--- src/rtl/hilo_pkg.sv ---
// Shared definitions for the HI/LO register unit: R-type funct codes, busy-FSM state
// encoding and the default multiplier latency.
package hilo_pkg;

    localparam logic [5:0] FUNCT_MULTU = 6'b011001;
    localparam logic [5:0] FUNCT_MFHI  = 6'b010000;
    localparam logic [5:0] FUNCT_MTHI  = 6'b010001;
    localparam logic [5:0] FUNCT_MFLO  = 6'b010010;
    localparam logic [5:0] FUNCT_MTLO  = 6'b010011;

    localparam int MUL_LATENCY_DEF = 33;

    typedef enum logic {
        ST_IDLE = 1'b0,
        ST_BUSY = 1'b1
    } state_t;

    function automatic logic is_hilo_funct(input logic [5:0] f);
        return (f == FUNCT_MULTU) || (f == FUNCT_MFHI) || (f == FUNCT_MTHI) ||
               (f == FUNCT_MFLO)  || (f == FUNCT_MTLO);
    endfunction

endpackage

--- src/rtl/hilo_busy_fsm.sv ---
// Tracks an in-flight MULTU: counts the multiplier latency and flags the capture cycle,
// after which it returns to IDLE and pulses mul_done for one cycle.
module hilo_busy_fsm
    import hilo_pkg::*;
#(
    parameter int MUL_LATENCY = MUL_LATENCY_DEF,
    parameter int CNT_W       = 6
) (
    input  logic clk,
    input  logic reset,
    input  logic start,
    output logic busy,
    output logic cap_cycle,
    output logic mul_busy,
    output logic mul_done
);

    state_t             state_q, state_d;
    logic [CNT_W-1:0]   cnt_q, cnt_d;
    logic               done_q, done_d;

    always_ff @(posedge clk or posedge reset) begin
        if (reset) begin
            state_q <= ST_IDLE;
            cnt_q   <= '0;
            done_q  <= 1'b0;
        end else begin
            state_q <= state_d;
            cnt_q   <= cnt_d;
            done_q  <= done_d;
        end
    end

    always_comb begin
        state_d = state_q;
        cnt_d   = cnt_q;
        done_d  = 1'b0;
        case (state_q)
            ST_IDLE: begin
                if (start) begin
                    state_d = ST_BUSY;
                    cnt_d   = CNT_W'(MUL_LATENCY);
                end
            end
            ST_BUSY: begin
                // cnt==0 is the capture edge; the product is final only from then on
                if (cnt_q != '0) begin
                    cnt_d = cnt_q - CNT_W'(1);
                end else begin
                    state_d = ST_IDLE;
                    done_d  = 1'b1;
                end
            end
            default: state_d = ST_IDLE;
        endcase
    end

    assign busy      = (state_q == ST_BUSY);
    assign cap_cycle = (state_q == ST_BUSY) && (cnt_q == '0);
    assign mul_busy  = busy;
    assign mul_done  = done_q;

endmodule

--- src/rtl/hilo_register_unit.sv ---
// HI/LO architectural registers behind the iterative multiplier, with MFHI/MFLO read mux
// and EX-stage stall. Define HILO_FORWARD_EN to forward the product on the capture cycle.
module hilo_register_unit
    import hilo_pkg::*;
#(
    parameter int MUL_LATENCY = MUL_LATENCY_DEF,
    parameter int CNT_W       = 6
) (
    input  logic        clk,
    input  logic        reset,
    input  logic        instr_valid,
    input  logic [5:0]  funct,
    input  logic [31:0] rs_data,
    input  logic [63:0] product,
    output logic [31:0] hilo_rdata,
    output logic        stall,
    output logic        mul_busy,
    output logic        mul_done,
    output logic [31:0] hi_out,
    output logic [31:0] lo_out
);

    logic [31:0] hi_q, hi_d;
    logic [31:0] lo_q, lo_d;
    logic        is_multu, is_mfhi, is_mthi, is_mflo, is_mtlo, hilo_op;
    logic        busy, cap_cycle, fwd_read, start;

    assign is_multu = instr_valid && (funct == FUNCT_MULTU);
    assign is_mfhi  = instr_valid && (funct == FUNCT_MFHI);
    assign is_mthi  = instr_valid && (funct == FUNCT_MTHI);
    assign is_mflo  = instr_valid && (funct == FUNCT_MFLO);
    assign is_mtlo  = instr_valid && (funct == FUNCT_MTLO);
    assign hilo_op  = instr_valid && is_hilo_funct(funct);

`ifdef HILO_FORWARD_EN
    assign fwd_read = cap_cycle && (is_mfhi || is_mflo);
`else
    assign fwd_read = 1'b0;
`endif

    assign stall = !reset && busy && hilo_op && !fwd_read;
    assign start = is_multu && !stall;

    hilo_busy_fsm #(
        .MUL_LATENCY (MUL_LATENCY),
        .CNT_W       (CNT_W)
    ) u_busy_fsm (
        .clk       (clk),
        .reset     (reset),
        .start     (start),
        .busy      (busy),
        .cap_cycle (cap_cycle),
        .mul_busy  (mul_busy),
        .mul_done  (mul_done)
    );

    // Capture and MTHI/MTLO can never coincide: every HI/LO write stalls while busy
    always_comb begin
        hi_d = hi_q;
        lo_d = lo_q;
        if (cap_cycle) begin
            hi_d = product[63:32];
            lo_d = product[31:0];
        end else if (!stall) begin
            if (is_mthi) hi_d = rs_data;
            if (is_mtlo) lo_d = rs_data;
        end
    end

    always_ff @(posedge clk or posedge reset) begin
        if (reset) begin
            hi_q <= '0;
            lo_q <= '0;
        end else begin
            hi_q <= hi_d;
            lo_q <= lo_d;
        end
    end

    always_comb begin
        hilo_rdata = '0;
        if (!reset) begin
            if (is_mfhi)      hilo_rdata = fwd_read ? product[63:32] : hi_q;
            else if (is_mflo) hilo_rdata = fwd_read ? product[31:0]  : lo_q;
        end
    end

    assign hi_out = hi_q;
    assign lo_out = lo_q;

endmodule

--- config.mk ---
export PLATFORM = sky130hd
export DESIGN_NAME = hilo_register_unit
export DESIGN_NICKNAME = d
export VERILOG_FILES = /design/src/rtl/hilo_pkg.sv /design/src/rtl/hilo_busy_fsm.sv /design/src/rtl/hilo_register_unit.sv
export SDC_FILE = /design/constraint.sdc
export NUM_CORES = 1
export LEC_CHECK = 0
export ABC_AREA = 1
export BUFFER_PORTS_ARGS = -buffer_cell sky130_fd_sc_hd__buf_2
export CORE_MARGIN = 10
export CORE_UTILIZATION = 30
export CTS_CLUSTER_SIZE = 28
export DETAILED_ROUTE_END_ITERATION = 8
export PLACE_DENSITY = 0.64
export SLEW_MARGIN = 20
export SYNTH_ARGS = -nofsm -noshare
export SYNTH_HDL_FRONTEND = slang
export SYNTH_SLANG_ARGS = --single-unit
--- constraint.sdc ---
create_clock -name clk -period 3 [get_ports clk]
set_clock_uncertainty 0.05 [all_clocks]
set_input_delay 0.3 -clock clk [delete_from_list [all_inputs] [get_ports clk]]
set_output_delay 0.3 -clock clk [all_outputs]
set_load 0.05 [all_outputs]
* Word-level counts from Yosys, hierarchy flattened
Index checks and enable logic that the tools add are counted.
Cells by class: $add $sub $neg 1, multiply operators 0, div/mod/pow operators 0, $lt $le $gt $ge 0, eq/ne operators 8, shift operators 0, multiplexer cells 17, bitwise gates (word level) 1, reductions and logical operators 23
Operators by type and width (count):
- $mux 32 | 9
- $eq 6x5->1 const B | 5
- $mux 6 | 2
- $pmux 6 s2 | 1
- $logic_and 1x1->1 | 10
- $logic_not 6->1 | 1
- $reduce_and 2->1 | 3
- $reduce_bool 6->1 | 1
- $sub 6x1->6 const B | 1
- $logic_or 1x1->1 | 4
- $mux 1 | 4
- $ne 2x2->1 const B | 2
- $reduce_bool 2->1 | 2
- $logic_not 1->1 | 2
- $ne 2x1->1 const B | 1
- $pmux 1 s2 | 1
- $not 1->1 | 1
Storage, ports and cells: flip-flop bits (word level) 72, latch bits 0, RAM bits 0, bits in read-only memories 0, input bits 105, output and inout port bits 99, logic and storage cells 55, memories kept 0

* Depth between registers and ports, before layout
depth in word-level cells 11, mapped depth 12, depth with buffers taken out 10

* Hierarchy
A second synthesis with hierarchy kept.
Second synthesis, totals: cells, all modules 648, area total of the unflattened synthesis 4593.2 sq um
By module, submodules not included:
- hilo_register_unit | instances 1, cells each 590, area an instance 4127.7 sq um, seq. area each 1601.5 sq um
- hilo_busy_fsm | instances 1, cells each 58, area an instance 465.4 sq um, seq. area each 200.2 sq um

* Worst setup path before layout
OpenSTA, ideal clock, no wires.
kind input to output, from input port funct[2], to output port stall, arrival 2.009 ns, required time 2.650 ns, slack 0.641 ns, stages 6, buffers on the path 1, cell sequence nor2_1 -> nand2_1 -> nor2_2 -> buf_2 -> o21ai_0 -> nor3_1
Between the ends: word-level cells in the longest chain between the ends 7
RTL lines:
- start, declared | line hilo_register_unit.sv:12 | input logic [5:0] funct,
- $eq 6x5->1 | line hilo_pkg.sv:19 | return (f == FUNCT_MULTU) || (f == FUNCT_MFHI) || (f == FUNCT_MTHI) ||
- $logic_or 1x1->1 (3 in series) | line hilo_pkg.sv:19
- $logic_or 1x1->1 * | line hilo_pkg.sv:20 | (f == FUNCT_MFLO) || (f == FUNCT_MTLO);
- $logic_and 1x1->1 * | line hilo_register_unit.sv:33 | assign hilo_op = instr_valid && is_hilo_funct(funct);
- $logic_and 1x1->1 * | line hilo_register_unit.sv:41 | assign stall = !reset && busy && hilo_op && !fwd_read;
- end, declared | line hilo_register_unit.sv:16 | output logic stall,
Mark *: on every way between the ends. The rest lies on a longest branch, timed or not.

* Final worst setup path
from register u_busy_fsm.cnt_q[0], to register hi_q[7] (netlist: hi_out[7])
Between the ends: word-level cells in the longest chain between the ends 4
RTL lines:
- start, declared | line hilo_busy_fsm.sv:19 | logic [CNT_W-1:0] cnt_q, cnt_d;
- start signal, assigned | line hilo_busy_fsm.sv:29 | cnt_q <= cnt_d;
- $logic_not 6->1 * | line hilo_busy_fsm.sv:59 | assign cap_cycle = (state_q == ST_BUSY) && (cnt_q == '0);
- $logic_and 1x1->1 * | line hilo_busy_fsm.sv:59
- $ne 2x1->1 (no source line) or $reduce_bool 2->1 (tied branches)
- $reduce_and 2->1 (no source line)
- end signal, assigned | line hilo_register_unit.sv:75 | hi_q <= hi_d;
- end, declared | line hilo_register_unit.sv:23 | logic [31:0] hi_q, hi_d;
Marked as above. A chain may end at the register's enable or synchronous reset.

==> impl_metrics.py <==
metrics = {
    "cells_and_area": {
        "drive_above_1_share_pct": 29.64,
        "final_nets": 933,
        "fill_cells": 1543,
        "syn_to_final_growth_pct": 31.85,
        "final_cell_mix": "nand2_1 (331), buf_2 (203), nand3_1 (106), dfrtp_1 (72), a21oi_1 (32)",
        "n_antenna_cell": 0,
        "layout_commonest_cell": "nand2_1",
    },
    "clock_network": {
        "clkTransAtPathRegs_ns": 0.06,
        "postCtsSetupBuffers": 0,
        "post_cts_resize_count": 0,
        "cts_buffers": 9,
        "postCtsHoldBufs": 0,
        "max-clock-path-buffers": 2,
        "clkSinkCount": 72,
        "h-tree-depth": 3,
        "clk_latency_ns": 0.33,
        "cts_tree": "yes",
        "cts_root_buffer": "clkbuf_16",
    },
    "worst_setup_path": {
        "r2r-end": "hi_out[7]",
        "r2r_cells": 8,
        "crit_top_cell": "nand2_1",
        "crit_buf_inv": 2,
        "critPathTopFamily": "simple AND/OR/NAND/NOR gates",
        "reg2reg_slack_ns": 0.78,
        "end_kind": "register",
        "cp_max_fo": 39,
        "cp_cell_sequence": "inv_1 -> ha_1 -> nand2_1 -> inv_2 -> nand2_4 -> nand2_2 -> nand2_1 -> nand2_1",
        "regToRegStartpoint": "u_busy_fsm.cnt_q[0]",
        "crit_type": "register to register",
        "crit_slowest_cell": "nand2_2",
        "start_kind": "register",
        "crit_arrival_ns": 2.44,
        "cpPeakStageDelay_ns": 0.66,
        "crit_required_ns": 3.21,
    },
    "die": {
        "dieArea_mm2": 0.01966,
        "initial_utilization_pct": 30.88,
        "core_area_mm2": 0.01404,
        "rows": 43,
        "ioPinCount": 204,
        "die_x_um": 140.2,
        "die_height_um": 140.2,
    },
    "route": {
        "dr.first_iter.drc_count": 370,
        "routed_via_density": 4.913,
        "remaining_drc_errors": 0,
        "post_drt_wl_per_cell_um": 16.97,
        "drtPass1Iterations": 5,
        "wirelength_mm": 17.14,
        "vias": 4962,
        "antenna_left": 0,
    },
    "timing": {
        "rsz0062_at_grt": "no",
        "fmax_ghz": 0.4498,
        "setup_viol": 0,
        "min_period_over_period_pct": 74.11,
        "fin_crit_ns": 2.223,
        "finalSetupTns_ns": 0,
        "final_hold_viol_count": 0,
        "slew_headroom_pct": 51.89,
        "finalMaxSlewViolations": 0,
        "worst_slack_ns": 0.7768,
        "tightest_slew_ns": 0.7191,
    },
    "synthesis": {
        "synth-main-ff-cell": "dfrtp_1",
        "syn-num-nets": 750,
        "async_flop_share_pct": 100.0,
        "ys_types": 22,
        "syn_area_per_cell_um2": 6.734,
        "syn_area_mm2": 0.004337,
        "ys_seq_area_share_pct": 41.55,
        "yosysWarnings": 0,
        "ys_seq_elements": 72,
        "synth-edff-count": 0,
        "syn_inst": 644,
    },
    "grt": {
        "antenna_found_initial": 0,
        "grt_pass1_vias": 4909,
        "grt_pass1_wl_mm": 26.85,
        "track_usage_pct": 16.61,
        "grt_overflow": 0,
        "grt_max_degree": 44,
    },
    "worst_hold_path": {
        "hp-class": "input pin to register",
        "hold_depth": 5,
        "hold_end": "lo_out[4]",
        "hp-start": "product[4]",
    },
    "power": {
        "leakagePower_nw": 3.248,
        "vdd_drop_max_mv": 0.4031,
        "pwr_density_cell_mw_per_mm2": 992.6,
    },
    "outcome": {
        "status": "finished, final reports clean",
    },
    "place": {
        "io_buffers": 203,
        "gp_congestion": 0.8478,
        "dpl.hpwl_mm": 12.27,
        "place_ws_ns": 0.7355,
    },
    "flow_run": {
        "maxCapViolations": 0,
    },
}
Yosys cell counts, types with 2 or more instances:
master,instances,share of area [%]
a21oi_1,32,3.7
buf_2,22,2.5
buf_4,7,1.2
buf_6,7,1.8
clkbuf_1,9,0.78
dfrtp_1,72,42
inv_1,8,0.69
inv_2,6,0.52
nand2_1,331,29
nand2_2,2,0.29
nand3_1,106,12
nand3_2,2,0.46
nand4_1,18,2.6
nor2_1,11,0.95
nor3_2,4,0.92
worst register-to-register path: stages, from the launching register on:
cell     delay [ns]
dfrtp_1        0.37
inv_1          0.16
ha_1           0.25
nand2_1        0.10
inv_2          0.07
nand2_4        0.25
nand2_2        0.66
nand2_1        0.14
nand2_1        0.10
cell families (layout without fill, tap and decap cells):
group,Yosys count,in the layout,share of synthesized area [%]
buffers and inverters,60,246,7.646
AND/OR/NAND/NOR,477,477,46.51
adder cells (fa/ha/maj),1,1,0.2885
XOR/XNOR,1,1,0.2020
AO/OA/AOI/OAI,33,33,3.808
flip-flops,72,72,41.55
cell type report:
cell class                      instances  area, um^2  share of cell area, %
Timing Repair Buffer                  218        1154                  20.18
Sequential cell                        72        1802                  31.51
Multi-Input combinational cell        512        2228                  38.97
Clock inverter                          1       5.005                0.08753
Clock buffer                           13       250.2                  4.376
Inverter                               14       53.80                 0.9409
Tap cell                              180       225.2                  3.939
sequential cells by signal, summed over array words and instances (netlist names):
register / count
hi_out: 32
lo_out: 32
u_busy_fsm.cnt_q: 6
u_busy_fsm.busy: 1
u_busy_fsm.mul_done: 1
worst max-delay path by stage:
stage,slack [ns],to,start,depth (start not counted)
final,0.78,hi_out[7],u_busy_fsm.cnt_q[0],8
after global routing,0.51,hi_out[7],u_busy_fsm.cnt_q[0],8
after CTS,0.73,hilo_rdata[20],funct[3],8
after detailed placement,0.74,hilo_rdata[20],funct[3],8
after global placement,0.81,hilo_rdata[20],funct[3],8
after floorplan,0.47,hi_out[0],reset,3
per-stage QoR:
stage	utilization, %	std cells	cell area [um^2]	hold WS [ns]	total power [mW]
detailed placement	38.90	996	5463	0.4277	4.754
finish	40.72	1010	5718	0.2056	5.676
CTS	40.72	1010	5718	0.1953	5.727
floorplan	-	644	4337	0.3991	3.948
global route	40.72	1010	5718	0.2197	6.058
global placement	38.90	996	5463	0.4115	4.720
power breakdown:
group | switching (mW) | internal [mW]
combinational | 2.26 | 0.697
clock | 0.386 | 0.573
sequential | 0.367 | 1.39
metal layers:
metal | global-route usage, % | vias up | wire length (um)
met5 | 0 | - | 0
met4 | 5.380 | 0 | 196
met3 | 3.888 | 13 | 1106
met2 | 28.08 | 190 | 8391
met1 | 20.27 | 2313 | 7444
li1 | - | 2446 | -
Power figures use the tool's default switching activity.
